==> config.mk <==
export PLATFORM = sky130hd
export DESIGN_NAME = rom_reader
export DESIGN_NICKNAME = d
export VERILOG_FILES = /design/src/rtl/rom_reader_pkg.sv /design/src/rtl/rom_reader_fifo.sv /design/src/rtl/rom_reader.sv
export SDC_FILE = /design/constraint.sdc
export NUM_CORES = 1
export LEC_CHECK = 0
export ABC_CLOCK_PERIOD_IN_PS = 2700
export BUFFER_PORTS_ARGS = -buffer_cell sky130_fd_sc_hd__buf_2
export CAP_MARGIN = 20
export CORE_ASPECT_RATIO = 0.9
export CORE_UTILIZATION = 57
export DETAILED_ROUTE_END_ITERATION = 12
export PLACE_DENSITY = 0.91
export SLEW_MARGIN = 10
export SYNTH_ARGS = -nofsm -noshare
export SYNTH_HDL_FRONTEND = slang
export SYNTH_HIERARCHICAL = 1
export SYNTH_SLANG_ARGS = --single-unit
==> constraint.sdc <==
create_clock -name clk -period 2.7 [get_ports clk]
set_input_delay 0.405 -clock clk [delete_from_list [all_inputs] [get_ports clk]]
set_output_delay 0.405 -clock clk [all_outputs]
set_load 0.03 [all_outputs]
==> src/rtl/rom_reader_pkg.sv <==
// rom_reader_pkg: FSM encoding, ROM read latency and FIFO sizing shared by rom_reader.
package rom_reader_pkg;

  typedef enum logic [1:0] {
    ST_IDLE   = 2'd0,
    ST_ISSUE  = 2'd1,
    ST_DRAIN  = 2'd2,
    ST_FINISH = 2'd3
  } state_e;

  localparam int unsigned RD_LAT     = 1;
  localparam int unsigned FIFO_DEPTH = 2;

  // A new read may go out only if every word already owed to the FIFO still fits,
  // counting the word that leaves on this same edge.
  function automatic logic credit_ok(input logic [1:0] count,
                                     input logic [2:0] inflight,
                                     input logic       pop);
    return ({1'b0, count} + inflight) < (3'(FIFO_DEPTH) + {2'b00, pop});
  endfunction

endpackage

==> src/rtl/rom_reader_fifo.sv <==
// rom_reader_fifo: 2-entry register FIFO; the head entry drives the output directly.
module rom_reader_fifo #(
  parameter int W = 32
) (
  input  logic         clk,
  input  logic         rst,
  input  logic         push_i,
  input  logic [W-1:0] wdata_i,
  input  logic         pop_i,
  output logic [W-1:0] rdata_o,
  output logic         valid_o,
  output logic [1:0]   count_o
);

  logic [W-1:0] head_q, head_d;
  logic [W-1:0] tail_q, tail_d;
  logic [1:0]   count_q, count_d;

  // pop_i is only ever raised while valid_o is high; push_i never arrives when full.
  always_comb begin
    head_d  = head_q;
    tail_d  = tail_q;
    count_d = count_q;
    case ({push_i, pop_i})
      2'b10: begin
        if (count_q == 2'd0) head_d = wdata_i;
        else                 tail_d = wdata_i;
        count_d = count_q + 2'd1;
      end
      2'b01: begin
        head_d  = tail_q;
        count_d = count_q - 2'd1;
      end
      2'b11: begin
        if (count_q == 2'd1) begin
          head_d = wdata_i;
        end else begin
          head_d = tail_q;
          tail_d = wdata_i;
        end
      end
      default: ;
    endcase
  end

  always_ff @(posedge clk or posedge rst) begin
    if (rst) begin
      head_q  <= '0;
      tail_q  <= '0;
      count_q <= 2'd0;
    end else begin
      head_q  <= head_d;
      tail_q  <= tail_d;
      count_q <= count_d;
    end
  end

  assign rdata_o = head_q;
  assign valid_o = (count_q != 2'd0);
  assign count_o = count_q;

endmodule

==> src/rtl/rom_reader.sv <==
// rom_reader: walks LEN ROM addresses from BASE and streams the words out, credit-limited.
// Define ROM_READER_LAST_EN to add the m_last port, raised with the final beat.
module rom_reader
  import rom_reader_pkg::*;
#(
  parameter int ADDR_WIDTH = 8,
  parameter int DATA_WIDTH = 32
) (
  input  logic                  clk,
  input  logic                  rst,
  input  logic                  start,
  input  logic [ADDR_WIDTH-1:0] base_addr,
  input  logic [ADDR_WIDTH:0]   length,
  output logic                  busy,
  output logic                  done,
  output logic [ADDR_WIDTH-1:0] rom_addr,
  input  logic [DATA_WIDTH-1:0] rom_q,
  output logic [DATA_WIDTH-1:0] m_data,
  output logic                  m_valid,
  input  logic                  m_ready,
`ifdef ROM_READER_LAST_EN
  output logic                  m_last,
`endif
  output state_e                dbg_state_o
);

`ifdef ROM_READER_LAST_EN
  localparam int FW = DATA_WIDTH + 1;
`else
  localparam int FW = DATA_WIDTH;
`endif

  state_e                state_q;
  logic                  busy_q, done_q;
  logic [ADDR_WIDTH-1:0] rom_addr_q;
  logic [ADDR_WIDTH:0]   len_q, issued_q, accepted_q;
  logic [RD_LAT-1:0]     inflight_q;
  logic [ADDR_WIDTH:0]   issued_nxt, accepted_nxt;
  logic [1:0]            fifo_count;
  logic [FW-1:0]         fifo_wdata, fifo_rdata;
  logic                  pop, issue, last_issue, last_pop;

  // Stream: a beat transfers on an edge where m_valid & m_ready; once m_valid rises,
  // m_data and m_valid hold until that transfer happens.
  assign pop          = m_valid & m_ready;
  assign issued_nxt   = issued_q + 1'b1;
  assign accepted_nxt = accepted_q + 1'b1;
  assign issue        = (state_q == ST_ISSUE) &&
                        credit_ok(fifo_count, 3'($countones(inflight_q)), pop);
  assign last_issue   = issue && (issued_nxt == len_q);
  assign last_pop     = pop && (accepted_nxt == len_q);

`ifdef ROM_READER_LAST_EN
  logic [RD_LAT-1:0] tag_q;
  assign fifo_wdata       = {tag_q[RD_LAT-1], rom_q};
  assign {m_last, m_data} = fifo_rdata;
`else
  assign fifo_wdata = rom_q;
  assign m_data     = fifo_rdata;
`endif

  always_ff @(posedge clk or posedge rst) begin
    if (rst) begin
      state_q    <= ST_IDLE;
      busy_q     <= 1'b0;
      done_q     <= 1'b0;
      rom_addr_q <= '0;
      len_q      <= '0;
      issued_q   <= '0;
      accepted_q <= '0;
      inflight_q <= '0;
`ifdef ROM_READER_LAST_EN
      tag_q      <= '0;
`endif
    end else begin
      done_q     <= 1'b0;
      // Shift marks the word whose ROM data lands on the FIFO RD_LAT edges later.
      inflight_q <= RD_LAT'({inflight_q, issue});
`ifdef ROM_READER_LAST_EN
      tag_q      <= RD_LAT'({tag_q, last_issue});
`endif
      case (state_q)
        ST_IDLE: begin
          if (start) begin
            busy_q     <= 1'b1;
            rom_addr_q <= base_addr;
            len_q      <= length;
            issued_q   <= '0;
            accepted_q <= '0;
            state_q    <= (length == '0) ? ST_FINISH : ST_ISSUE;
          end
        end
        ST_ISSUE: begin
          if (issue) begin
            rom_addr_q <= rom_addr_q + 1'b1;
            issued_q   <= issued_nxt;
          end
          if (pop) accepted_q <= accepted_nxt;
          if (last_issue) state_q <= ST_DRAIN;
        end
        ST_DRAIN: begin
          if (pop) accepted_q <= accepted_nxt;
          if (last_pop) state_q <= ST_FINISH;
        end
        ST_FINISH: begin
          busy_q  <= 1'b0;
          done_q  <= 1'b1;
          state_q <= ST_IDLE;
        end
        default: state_q <= ST_IDLE;
      endcase
    end
  end

  rom_reader_fifo #(.W(FW)) u_fifo (
    .clk     (clk),
    .rst     (rst),
    .push_i  (inflight_q[RD_LAT-1]),
    .wdata_i (fifo_wdata),
    .pop_i   (pop),
    .rdata_o (fifo_rdata),
    .valid_o (m_valid),
    .count_o (fifo_count)
  );

  assign busy        = busy_q;
  assign done        = done_q;
  assign rom_addr    = rom_addr_q;
  assign dbg_state_o = state_q;

endmodule
=== Word-level counts from Yosys, hierarchy flattened ===
Index checks and enable logic that the tools add are counted.

* Input port bits: 53
* Flip-flop bits (word level): 106
* Output and inout port bits: 45

* Reductions and logical operators: 21
* Equal/unequal tests: 17
* Bitwise operators: 1
* $add $sub $neg: 7
* Mux-type cells: 23
* Order comparisons: 1

{| class="wikitable"
|+ Operator list
! cell !! number
|-
| $mux 32 || 4
|-
| $pmux 32 s3 || 1
|-
| $pmux 32 s2 || 1
|-
| $pmux 9 s2 || 2
|-
| $mux 9 || 3
|-
| $add 9x1->9 const B || 2
|-
| $eq 9x9->1 || 2
|-
| $mux 8 || 2
|-
| $pmux 8 s2 || 1
|-
| $ne 2x2->1 const B || 6
|-
| $reduce_and 3->1 || 4
|-
| $reduce_bool 2->1 || 6
|-
| $logic_not 9->1 || 1
|-
| $add 8x1->8 const B || 1
|-
| $eq 2x2->1 const B || 4
|-
| $mux 2 || 4
|-
| $pmux 2 s4 || 1
|-
| $eq 2x1->1 const B || 3
|-
| $reduce_and 2->1 || 3
|-
| $logic_not 2->1 || 2
|-
| $ne 2x1->1 const B || 2
|-
| $pmux 2 s2 || 1
|-
| $add 2x1->3 || 1
|-
| $add 2x1->3 const A || 1
|-
| 9 further kinds || 12
|}

=== Depth between registers and ports, before layout ===
Gate-level depths: netlist of run 1.

* Depth in word-level cells: 8
* Gate-level depth with buffers: 11
* Gate-level depth less buffers: 10

=== Cells and area by module ===
Netlist of run 1, hierarchy kept.

{| class="wikitable"
|+ By module, submodules not included
! module !! times used !! area each (µm²) !! sequential area each (µm²) !! cells each
|-
| rom_reader_fifo || 1 || 3113.0 || 1651.6 || 275
|-
| rom_reader || 1 || 2653.8 || 1001.0 || 307
|}

=== Worst setup path before layout of run 1 ===
Ideal clock, no wire load.

* Path type: register -> register
* From: register u_fifo.count_q[0], in the netlist u_fifo/count_o[0]
* To: register u_fifo.tail_q[0]
* Arrival time: 2.201 ns
* Stages on the path, launching flop included: 12
* Path buffers: 1
* Setup slack: 0.374 ns
* Path through: dfrtp_1 > inv_1 > ha_1 > inv_1 > nand2_1 > inv_1 > inv_1 > ha_1 > nor2b_1 > o21ai_4 > buf_6 > mux2_4

* Longest elaborated chain between the ends: 5
* Elaborated cells between the ends (all ways): 11
* Classes of those cells: eq/ne (5); mux (1); bitwise (1); reduce/logical (4)

{| class="wikitable"
|+ Ends and longest elaborated chain
! element !! line !! source
|-
| from (decl) || rom_reader_fifo.sv:17 || <nowiki>logic [1:0] count_q, count_d;</nowiki>
|-
| from (signal assigned) || rom_reader_fifo.sv:54 || <nowiki>count_q <= count_d;</nowiki>
|-
| $reduce_bool 2->1 * || rom_reader_fifo.sv:59 || <nowiki>assign valid_o = (count_q != 2'd0);</nowiki>
|-
| via m_valid || rom_reader.sv:19 || <nowiki>output logic m_valid,</nowiki>
|-
| $and 1x1->1 * || rom_reader.sv:45 || <nowiki>assign pop = m_valid & m_ready;</nowiki>
|-
| via pop || rom_reader.sv:41 || <nowiki>logic pop, issue, last_issue, last_pop;</nowiki>
|-
| $eq 2x2->1 || rom_reader_fifo.sv:24 || <nowiki>case ({push_i, pop_i})</nowiki>
|-
| $ne 2x2->1 (no source line) or $reduce_bool 2->1 (tied branches) || n/a ||
|-
| $reduce_and 3->1 (no source line) || n/a ||
|-
| to (signal assigned) || rom_reader_fifo.sv:53 || <nowiki>tail_q <= tail_d;</nowiki>
|-
| to (decl) || rom_reader_fifo.sv:16 || <nowiki>logic [W-1:0] tail_q, tail_d;</nowiki>
|}

Mark *: on every way through the listed nets, which the timed path passes. The rest lies on a longest branch.
A chain may end at the register's enable or synchronous reset.

=== Final worst setup path of run 1 ===
* From: register issued_q[0]
* To: register state_q[1], in the netlist dbg_state_o[1]

* Longest elaborated chain between the ends: 5

{| class="wikitable"
|+ Ends and longest elaborated chain
! element !! line !! source
|-
| from (decl) || rom_reader.sv:36 || <nowiki>logic [ADDR_WIDTH:0] len_q, issued_q, accepted_q;</nowiki>
|-
| from (signal assigned) || rom_reader.sv:96 || <nowiki>issued_q <= issued_nxt;</nowiki>
|-
| $add 9x1->9 || rom_reader.sv:46 || <nowiki>assign issued_nxt = issued_q + 1'b1;</nowiki>
|-
| $eq 9x9->1 || rom_reader.sv:50 || <nowiki>assign last_issue = issue && (issued_nxt == len_q);</nowiki>
|-
| $logic_and 1x1->1 || rom_reader.sv:50 ||
|-
| $ne 2x2->1 (no source line) || n/a ||
|-
| $reduce_and 3->1 (no source line) || n/a ||
|-
| to (signal assigned) || rom_reader.sv:90 || <nowiki>state_q <= (length == '0) ? ST_FINISH : ST_ISSUE;</nowiki>
|-
| to (decl) || rom_reader.sv:33 || <nowiki>state_e state_q;</nowiki>
|}

No other way between the ends.

==> results.sh, run 1 <==
export IMPL_status="finished clean"
export IMPL_hold_violations=0
export IMPL_ys_ff_latch=106
export IMPL_fin_skew_ns=0.0165
export IMPL_wl_per_cell_um=18.3
export IMPL_dpl_hpwl_um=10200
export IMPL_max_cap_violations=0
export IMPL_fin_nets=737
export IMPL_ios=98
export IMPL_rrSetupSlack_ns=0.25
export IMPL_p_int_mw=4.44
export IMPL_p_leak_nw=2.98
export IMPL_port_buffers=97
export IMPL_drc=0
export IMPL_dr_wl_met3_um=1140
export IMPL_p_switching_mw=3.86
export IMPL_power_density_mw_per_mm2=1260
export IMPL_drt_met1_wl_um=5830
export IMPL_top_layer_used="met4"
export IMPL_path_clk_slew_ns=0.12
export IMPL_finalSetupViolations=0
export IMPL_layout_cells_most_common="dfrtp_1"
export IMPL_min_to="u_fifo/tail_q[27]"
export IMPL_p_seq_share_pct=35.3
export IMPL_syn2layout_area_growth_pct=14.3
export IMPL_vias_per_cell=6.40
export IMPL_crit_path_start_kind="flip-flop"
export IMPL_reg2reg_depth=8
export IMPL_firstDrtPassIters=6
export IMPL_ys_warn_count=6
export IMPL_whs_path_depth=2
export IMPL_wirelength_um=14600
export IMPL_ir_drop_mv=0.688
export IMPL_finish_instance_area_mm2=0.00659
export IMPL_netlist_instances=582
export IMPL_hp_class="input pin to flip-flop"
export IMPL_swShare_pct=46.5
export IMPL_rsz0062_at_grt="false"
export IMPL_yosys_most_used_dff="dfrtp_1"
export IMPL_die_x_um=108
export IMPL_async_flop_share_pct=100
export IMPL_final_cell_mix="dfrtp_1, buf_2, o21ai_0, a21oi_1, nand3_1"
export IMPL_power_frac_clock_pct=11.8
export IMPL_die_h_um=97.4
export IMPL_antenna_found_initial=0
export IMPL_synth_cell_types=53
export IMPL_ys_seq_area_share_pct=46.0
export IMPL_start_util_pct=59.2
export IMPL_postRouteAntennaNets=0
export IMPL_cts_buffers=9
export IMPL_fin_setup_tns_ns=0
export IMPL_maxSlewHeadroom_pct=57.6
export IMPL_worstReg2RegEnd="dbg_state_o[1]"
export IMPL_drive_gt1_share_pct=26.7
export IMPL_crit_type="flip-flop to flip-flop"
export IMPL_combPwrFrac_pct=52.9
export IMPL_r2r_start="issued_q[0]"
export IMPL_fmax_ghz=0.407
export IMPL_grt_usage_pct=29.0
export IMPL_vias=5123
export IMPL_cts_tree="yes"
export IMPL_clock_sinks=106
export IMPL_dieArea_mm2=0.0105
export IMPL_cts_htree_levels=3
export IMPL_diodes=0
export IMPL_critPathCaptureType="flip-flop"
export IMPL_fin_crit_ns=2.45
export IMPL_fin_util_pct=67.7
export IMPL_layout_worst_path_cycle_share_pct=90.9
export IMPL_worst_slack_ns=0.245
export IMPL_clk_latency_ns=0.39
export IMPL_grt_pass1_vias=5051
export IMPL_fillCellCount=740
export IMPL_grt_max_degree=37
export IMPL_core_region_area_mm2=0.00974
export IMPL_fp_row_count=34
export IMPL_tightest_slew_ns=0.637
export IMPL_dpl_cell_area_mm2=0.00638
export IMPL_grt_first_pass_wirelength_um=24300
export IMPL_ctsResizeCount=0
export IMPL_cp_data_required_time_ns=2.96
export IMPL_place_congestion=0.906
export IMPL_wl_met2_um=7320
export IMPL_cts_setup_buffers=0
export IMPL_crit_fanout=7
export IMPL_synth_cell_area_mm2=0.00577
export IMPL_synth_edff_count=0
export IMPL_min_from="rom_q[27]"
export IMPL_root_buffer="clkbuf_8"
export IMPL_synth_fp_nets=650
export IMPL_arrival_ns=2.72
export IMPL_finalMaxSlewViolations=0
export IMPL_grt_overflow=0
export IMPL_syn_avg_cell_area_um2=9.91
export IMPL_place_ws_ns=0.290
export IMPL_clock_path_buffers=2
export IMPL_dr_first_iter_drc_count=516
-- critical path, cell delays in order (launching register included) --
cell and delay, ns:
dfrtp_1 0.49, ha_1 0.32, and3_1 0.25, nand3_1 0.18, nor3_1 0.25, a21oi_1 0.10
o41ai_4 0.42, o211ai_1 0.19, o2bb2ai_1 0.16
-- cell families (layout without fill, tap and decap cells) --
group | Yosys count | after routing | synth area share, %
simple gates | 152 | 152 | 13.3
mux | 43 | 43 | 10.3
buf+inv | 60 | 152 | 4.86
compound gates | 185 | 185 | 19.0
flops | 106 | 106 | 46.0
fa+ha+maj | 15 | 15 | 3.25
xor+xnor | 21 | 21 | 3.32
-- per-stage QoR --
step                      hold slack [ns]  std cells  total power, mW
after floorplan                     0.458        582             6.01
after global placement              0.318        782             7.00
after detailed placement            0.329        782             7.24
after CTS                           0.251        799             8.23
after global routing                0.254        800             8.81
final                               0.257        800             8.29
-- state kept, by name (all words and copies together), names as in the netlist --
name,cells
len_q,9
u_fifo/rdata_o,32
dbg_state_o,2
rom_addr,8
issued_q,9
u_fifo/tail_q,32
accepted_q,9
busy,1
done,1
u_fifo/count_o,2
inflight_q,1
-- worst max-delay path by stage --
stage	slack, ns	end	startpoint	cells past startpoint
after floorplan	0.37	u_fifo/tail_q[0]	u_fifo/count_o[0]	11
after global placement	0.39	u_fifo/tail_q[0]	u_fifo/count_o[0]	11
after detailed placement	0.29	u_fifo/tail_q[30]	u_fifo/count_o[0]	11
after CTS	0.29	u_fifo/tail_q[30]	u_fifo/count_o[0]	11
after global routing	0.09	dbg_state_o[1]	accepted_q[0]	8
final	0.25	dbg_state_o[1]	issued_q[0]	8
-- area by class of cell --
class | count | area (µm²) | share of cell area (%)
Clock inverter | 7 | 67.6 | 1.03
Timing Repair Buffer | 119 | 688 | 10.4
Sequential cell | 106 | 2650 | 40.2
Tap cell | 126 | 158 | 2.39
Inverter | 17 | 63.8 | 0.968
Clock buffer | 9 | 124 | 1.88
Multi-Input combinational cell | 416 | 2840 | 43.1
-- power by group through the flow --
stage	Combinational (mW)	Sequential [mW]	Clock, mW
after floorplan	2.62	3.39	0
after global placement	4.15	2.85	0
after detailed placement	4.32	2.92	0
after CTS	4.34	2.89	0.993
after global routing	4.77	3.00	1.05
final	4.39	2.93	0.976
-- layer usage --
metal  vias up  global-route usage [%]
met4         0                    11.1
met1      2518                    38.3
met5         -                       0
li1       2281                       -
met3        38                    4.90
met2       286                    47.6
-- Yosys cell counts, types with 8 or more instances --
| master | number | area, µm² |
|---|---|---|
| nand3_1 | 53 | 265 |
| clkbuf_1 | 21 | 78.8 |
| buf_2 | 8 | 40.0 |
| dfrtp_1 | 106 | 2650 |
| mux2_2 | 9 | 101 |
| nand2_1 | 46 | 173 |
| a21oi_1 | 56 | 280 |
| inv_1 | 17 | 63.8 |
| o21ai_0 | 59 | 295 |
| a31oi_1 | 35 | 219 |
| nor2_1 | 10 | 37.5 |
| ha_1 | 15 | 188 |
| xnor2_1 | 14 | 123 |
| nand2b_1 | 10 | 62.6 |
| mux2_4 | 30 | 450 |
-- timing repair --
action | in CTS | in global routing
endpoints found under the setup margin | 0 | 0
hold buffers | 1 | 0
hold endpoints to repair | 19 | 0
Note: power is estimated with default switching activity, not from simulation.
==> run 2: changes to the inputs <==
- MAX_ROUTING_LAYER: default -> met4
==> results.sh, run 2 (synthesis gave the netlist of run 1 again) <==
export IMPL_syn2layout_area_growth_pct=13.7
export IMPL_crit_type="flip-flop to flip-flop"
export IMPL_wirelength_um=14500
export IMPL_root_buffer="clkbuf_8"
export IMPL_die_h_um=97.4
export IMPL_finish_instance_area_mm2=0.00656
export IMPL_vias_per_cell=6.30
export IMPL_rrSetupSlack_ns=0.16
export IMPL_place_ws_ns=0.241
export IMPL_layout_cells_most_common="dfrtp_1"
export IMPL_p_leak_nw=2.96
export IMPL_drt_met1_wl_um=5870
export IMPL_worst_slack_ns=0.161
export IMPL_drive_gt1_share_pct=26.3
export IMPL_finalMaxSlewViolations=0
export IMPL_crit_path_start_kind="flip-flop"
export IMPL_core_region_area_mm2=0.00974
export IMPL_cts_buffers=9
export IMPL_dp_cells=780
export IMPL_vias=5025
export IMPL_grt_overflow=0
export IMPL_finalNonFillerCells=798
export IMPL_fin_skew_ns=0.0172
export IMPL_crit_fanout=7
export IMPL_critPathCaptureType="flip-flop"
export IMPL_swShare_pct=46.1
export IMPL_fin_setup_tns_ns=0
export IMPL_dpl_hpwl_um=9890
export IMPL_hold_violations=0
export IMPL_wl_met2_um=7230
export IMPL_cts_htree_levels=3
export IMPL_layout_worst_path_cycle_share_pct=94.0
export IMPL_grt_usage_pct=29.8
export IMPL_status="finished clean"
export IMPL_power_density_mw_per_mm2=1250
export IMPL_fp_row_count=34
export IMPL_grt_first_pass_wirelength_um=23900
export IMPL_dr_wl_met3_um=1070
export IMPL_wl_per_cell_um=18.1
export IMPL_p_int_mw=4.42
export IMPL_hp_class="input pin to flip-flop"
export IMPL_rsz0062_at_grt="false"
export IMPL_p_switching_mw=3.77
export IMPL_place_congestion=0.894
export IMPL_path_clk_slew_ns=0.11
export IMPL_max_cap_violations=0
export IMPL_postRouteAntennaNets=0
export IMPL_dpl_cell_area_mm2=0.00636
export IMPL_grt_pass1_vias=4943
export IMPL_arrival_ns=2.80
export IMPL_port_buffers=97
export IMPL_die_x_um=108
export IMPL_diodes=0
export IMPL_drc=0
export IMPL_dieArea_mm2=0.0105
export IMPL_ir_drop_mv=0.665
export IMPL_tightest_slew_ns=0.534
export IMPL_top_layer_used="met4"
export IMPL_hold_buffers=1
export IMPL_cp_data_required_time_ns=2.96
export IMPL_combPwrFrac_pct=52.8
export IMPL_fin_nets=735
export IMPL_fin_crit_ns=2.54
export IMPL_fmax_ghz=0.394
export IMPL_cts_tree="yes"
export IMPL_grt_max_degree=41
export IMPL_cts_setup_buffers=0
export IMPL_clock_sinks=106
export IMPL_firstDrtPassIters=5
export IMPL_final_cell_mix="dfrtp_1, buf_2, o21ai_0, a21oi_1, nand3_1"
export IMPL_finalPower_mw=8.19
export IMPL_clk_latency_ns=0.38
export IMPL_maxSlewHeadroom_pct=64.4
export IMPL_ctsResizeCount=0
export IMPL_antenna_found_initial=0
export IMPL_p_seq_share_pct=35.6
export IMPL_ios=98
export IMPL_start_util_pct=59.2
export IMPL_clock_path_buffers=2
export IMPL_finalSetupViolations=0
export IMPL_dr_first_iter_drc_count=505
export IMPL_power_frac_clock_pct=11.5
run 2: changes by cell type in the layout (fill, tap and decap cells not counted):
cell / delta
clkinv_2: -1
buf_4: -1
clkinv_4: +1
inv_6: -2
clkinv_8: -1
clkinvlp_4: +1
buf_12: -1
clkbuf_8: +1
clkbuf_1: +1
run 2: critical path, stage by stage (launching register included):
cell       delay (ns)
dfrtp_1          0.47
ha_1             0.31
and3_1           0.25
a211oi_1         0.35
a31o_1           0.16
a21oi_1          0.11
o41ai_4          0.41
o211ai_1         0.19
o2bb2ai_1        0.16
run 2: per-stage QoR:
step	hold slack, ns	util (%)
final	0.264	67.3
after detailed placement	0.373	65.3
after floorplan	0.458	-
after CTS	0.249	67.3
after global routing	0.238	67.3
after global placement	0.362	65.3
run 2: final timing paths:
check	from	endpoint	cells after the start
worst min register to register	busy	busy	2
worst min-delay path	rom_q[4]	u_fifo/tail_q[4]	2
worst max-delay path	issued_q[0]	dbg_state_o[1]	8
worst max register to register	issued_q[0]	dbg_state_o[1]	8
max in group asynchronous	rst	u_fifo/rdata_o[11]	4
min in group asynchronous	rst	u_fifo/rdata_o[31]	3
run 2: power by group through the flow:
stage / logic (mW) / registers, mW / clock network, mW
2_1_floorplan: 2.62 / 3.39 / 0
3_3_place_gp: 4.11 / 2.86 / 0
3_5_place_dp: 4.27 / 2.93 / 0
4_1_cts: 4.29 / 2.90 / 0.966
5_1_grt: 4.70 / 2.99 / 1.04
6_report: 4.33 / 2.92 / 0.946
run 2: area by class of cell:
type	instances	area, µm²
Sequential cell	106	2650
Tap cell	126	158
Clock buffer	11	141
Clock inverter	5	45.0
Multi-Input combinational cell	416	2840
Timing Repair Buffer	117	661
Fill cell	744	3180
Inverter	17	63.8
run 2: per-layer routing:
| layer | global-route usage [%] | vias to the layer above |
|---|---|---|
| met1 | 37.9 | 2452 |
| met4 | 10.9 | 0 |
| li1 | - | 2277 |
| met2 | 46.6 | 254 |
| met3 | 6.84 | 42 |
| met5 | - | - |
==> run 3: changes to the inputs <==
==> constraint.sdc (replaced) <==
create_clock -name clk -period 2.7 [get_ports clk]
set_input_delay 0.135 -clock clk [delete_from_list [all_inputs] [get_ports clk]]
set_output_delay 0.135 -clock clk [all_outputs]
set_load 0.03 [all_outputs]
==> results.sh, run 3 (synthesis gave the netlist of run 1 again) <==
export IMPL_grt_usage_pct=28.8
export IMPL_p_leak_nw=3.08
export IMPL_p_switching_mw=3.80
export IMPL_status="finished clean"
export IMPL_crit_path_max_incr_delay_ns=0.42
export IMPL_clk_latency_ns=0.38
export IMPL_worst_slack_ns=0.202
export IMPL_path_clk_slew_ns=0.11
export IMPL_power_frac_clock_pct=12.6
export IMPL_finalMaxSlewViolations=0
export IMPL_hp_class="input pin to flip-flop"
export IMPL_final_cell_mix="dfrtp_1, buf_2, o21ai_0, a21oi_1, nand3_1"
export IMPL_timing_hold_ws_ns=0.00751
export IMPL_crit_path_start_kind="flip-flop"
export IMPL_die_x_um=108
export IMPL_grt_max_degree=67
export IMPL_start_util_pct=59.2
export IMPL_crit_type="flip-flop to flip-flop"
export IMPL_place_ws_ns=0.197
export IMPL_crit_buf_inv=5
export IMPL_ios=98
export IMPL_rsz0062_at_grt="false"
export IMPL_finish_instance_area_mm2=0.00682
export IMPL_whs_path_depth=2
export IMPL_startpoint="u_fifo/count_o[0]"
export IMPL_cts_htree_levels=3
export IMPL_critPathCaptureType="flip-flop"
export IMPL_p_int_mw=4.54
export IMPL_dpl_cell_area_mm2=0.00636
export IMPL_vias_per_cell=6.11
export IMPL_critPathTopFamily="buffers and inverters"
export IMPL_fin_crit_ns=2.50
export IMPL_grt_pass1_vias=4749
export IMPL_hold_violations=0
export IMPL_grt_first_pass_wirelength_um=23100
export IMPL_wl_per_cell_um=17.7
export IMPL_port_buffers=97
export IMPL_fmax_ghz=0.400
export IMPL_power_density_mw_per_mm2=1220
export IMPL_cp_data_required_time_ns=2.97
export IMPL_clock_sinks=106
export IMPL_path_cells="inv_1 > ha_1 > inv_1 > nand2_1 > inv_1 > inv_1 > ha_1 > nor2b_1 > o21ai_4 > buf_12 > mux2_1"
export IMPL_arrival_ns=2.77
export IMPL_dr_first_iter_drc_count=491
export IMPL_clock_path_buffers=2
export IMPL_fin_skew_ns=0.0148
export IMPL_syn2layout_area_growth_pct=18.3
export IMPL_drive_gt1_share_pct=26.2
export IMPL_reg2reg_depth=11
export IMPL_vias=5014
export IMPL_wirelength_um=14500
export IMPL_antenna_found_initial=0
export IMPL_ir_drop_mv=0.693
export IMPL_cts_buffers=9
export IMPL_cts_tree="yes"
export IMPL_fin_nets=758
export IMPL_min_from="rom_q[10]"
export IMPL_finalSetupViolations=0
export IMPL_root_buffer="clkbuf_8"
export IMPL_swShare_pct=45.6
export IMPL_maxSlewHeadroom_pct=44.3
export IMPL_slowest_stage="dfrtp_1"
export IMPL_place_congestion=0.930
export IMPL_grt_overflow=0
export IMPL_combPwrFrac_pct=52.5
export IMPL_layout_cells_most_common="dfrtp_1"
export IMPL_dieArea_mm2=0.0105
export IMPL_diodes=0
export IMPL_drc=0
export IMPL_cp_common_cell="inv_1"
export IMPL_p_seq_share_pct=34.9
export IMPL_fp_row_count=34
export IMPL_firstDrtPassIters=7
export IMPL_cp_depth=11
export IMPL_dpl_hpwl_um=9890
export IMPL_core_region_area_mm2=0.00974
export IMPL_max_cap_violations=0
export IMPL_postRouteAntennaNets=0
export IMPL_crit_fanout=20
export IMPL_fin_setup_tns_ns=0
export IMPL_layout_worst_path_cycle_share_pct=92.5
export IMPL_die_h_um=97.4
export IMPL_r2r_start="u_fifo/count_o[0]"
export IMPL_tightest_slew_ns=0.830
-- run 3: metal layers --
layer	share of wire, %	vias up	global-route usage [%]
li1	-	2327	-
met1	42	2411	36.6
met2	49	246	46.8
met3	7.1	30	5.30
met4	1.7	0	8.11
met5	0	-	-
-- run 3: final timing paths --
check / slack, ns / endpoint
worst max-delay path: 0.20 / u_fifo/tail_q[30]
max in group asynchronous: 1.51 / len_q[3]
worst min register to register: 0.51 / busy
worst max register to register: 0.20 / u_fifo/tail_q[30]
min in group asynchronous: 0.42 / rom_addr[6]
worst min-delay path: 0.008 / u_fifo/tail_q[10]
-- run 3: area by class of cell --
class | instances | area [µm²]
inverter | 17 | 63.8
fill | 690 | 2920
multi-input combinational | 416 | 2840
timing repair buffer | 140 | 886
sequential | 106 | 2650
clock buffer | 9 | 124
clock inverter | 7 | 96.3
tap | 126 | 158
-- run 3: repair_timing --
action / in CTS / in global routing
setup buffers: 0 / 4
endpoints found under the hold margin: 28 / 8
gates resized for setup: 0 / 1
endpoints found under the setup margin: 0 / 2
hold buffers: 13 / 8
-- run 3: power by group through the flow --
stage	Combinational [mW]	Sequential, mW	Clock, mW
global placement	4.07	2.88	0
CTS	4.29	2.89	1.07
floorplan	2.62	3.39	0
global route	4.74	2.99	1.14
detailed placement	4.26	2.91	0
finish	4.38	2.91	1.05
-- run 3: through the flow --
| step | utilization (%) | total power, mW | instances |
|---|---|---|---|
| floorplan | - | 6.01 | 582 |
| global placement | 65.3 | 6.95 | 780 |
| detailed placement | 65.3 | 7.17 | 780 |
| CTS | 68.9 | 8.25 | 809 |
| global route | 70.0 | 8.86 | 821 |
| finish | 70.0 | 8.34 | 821 |
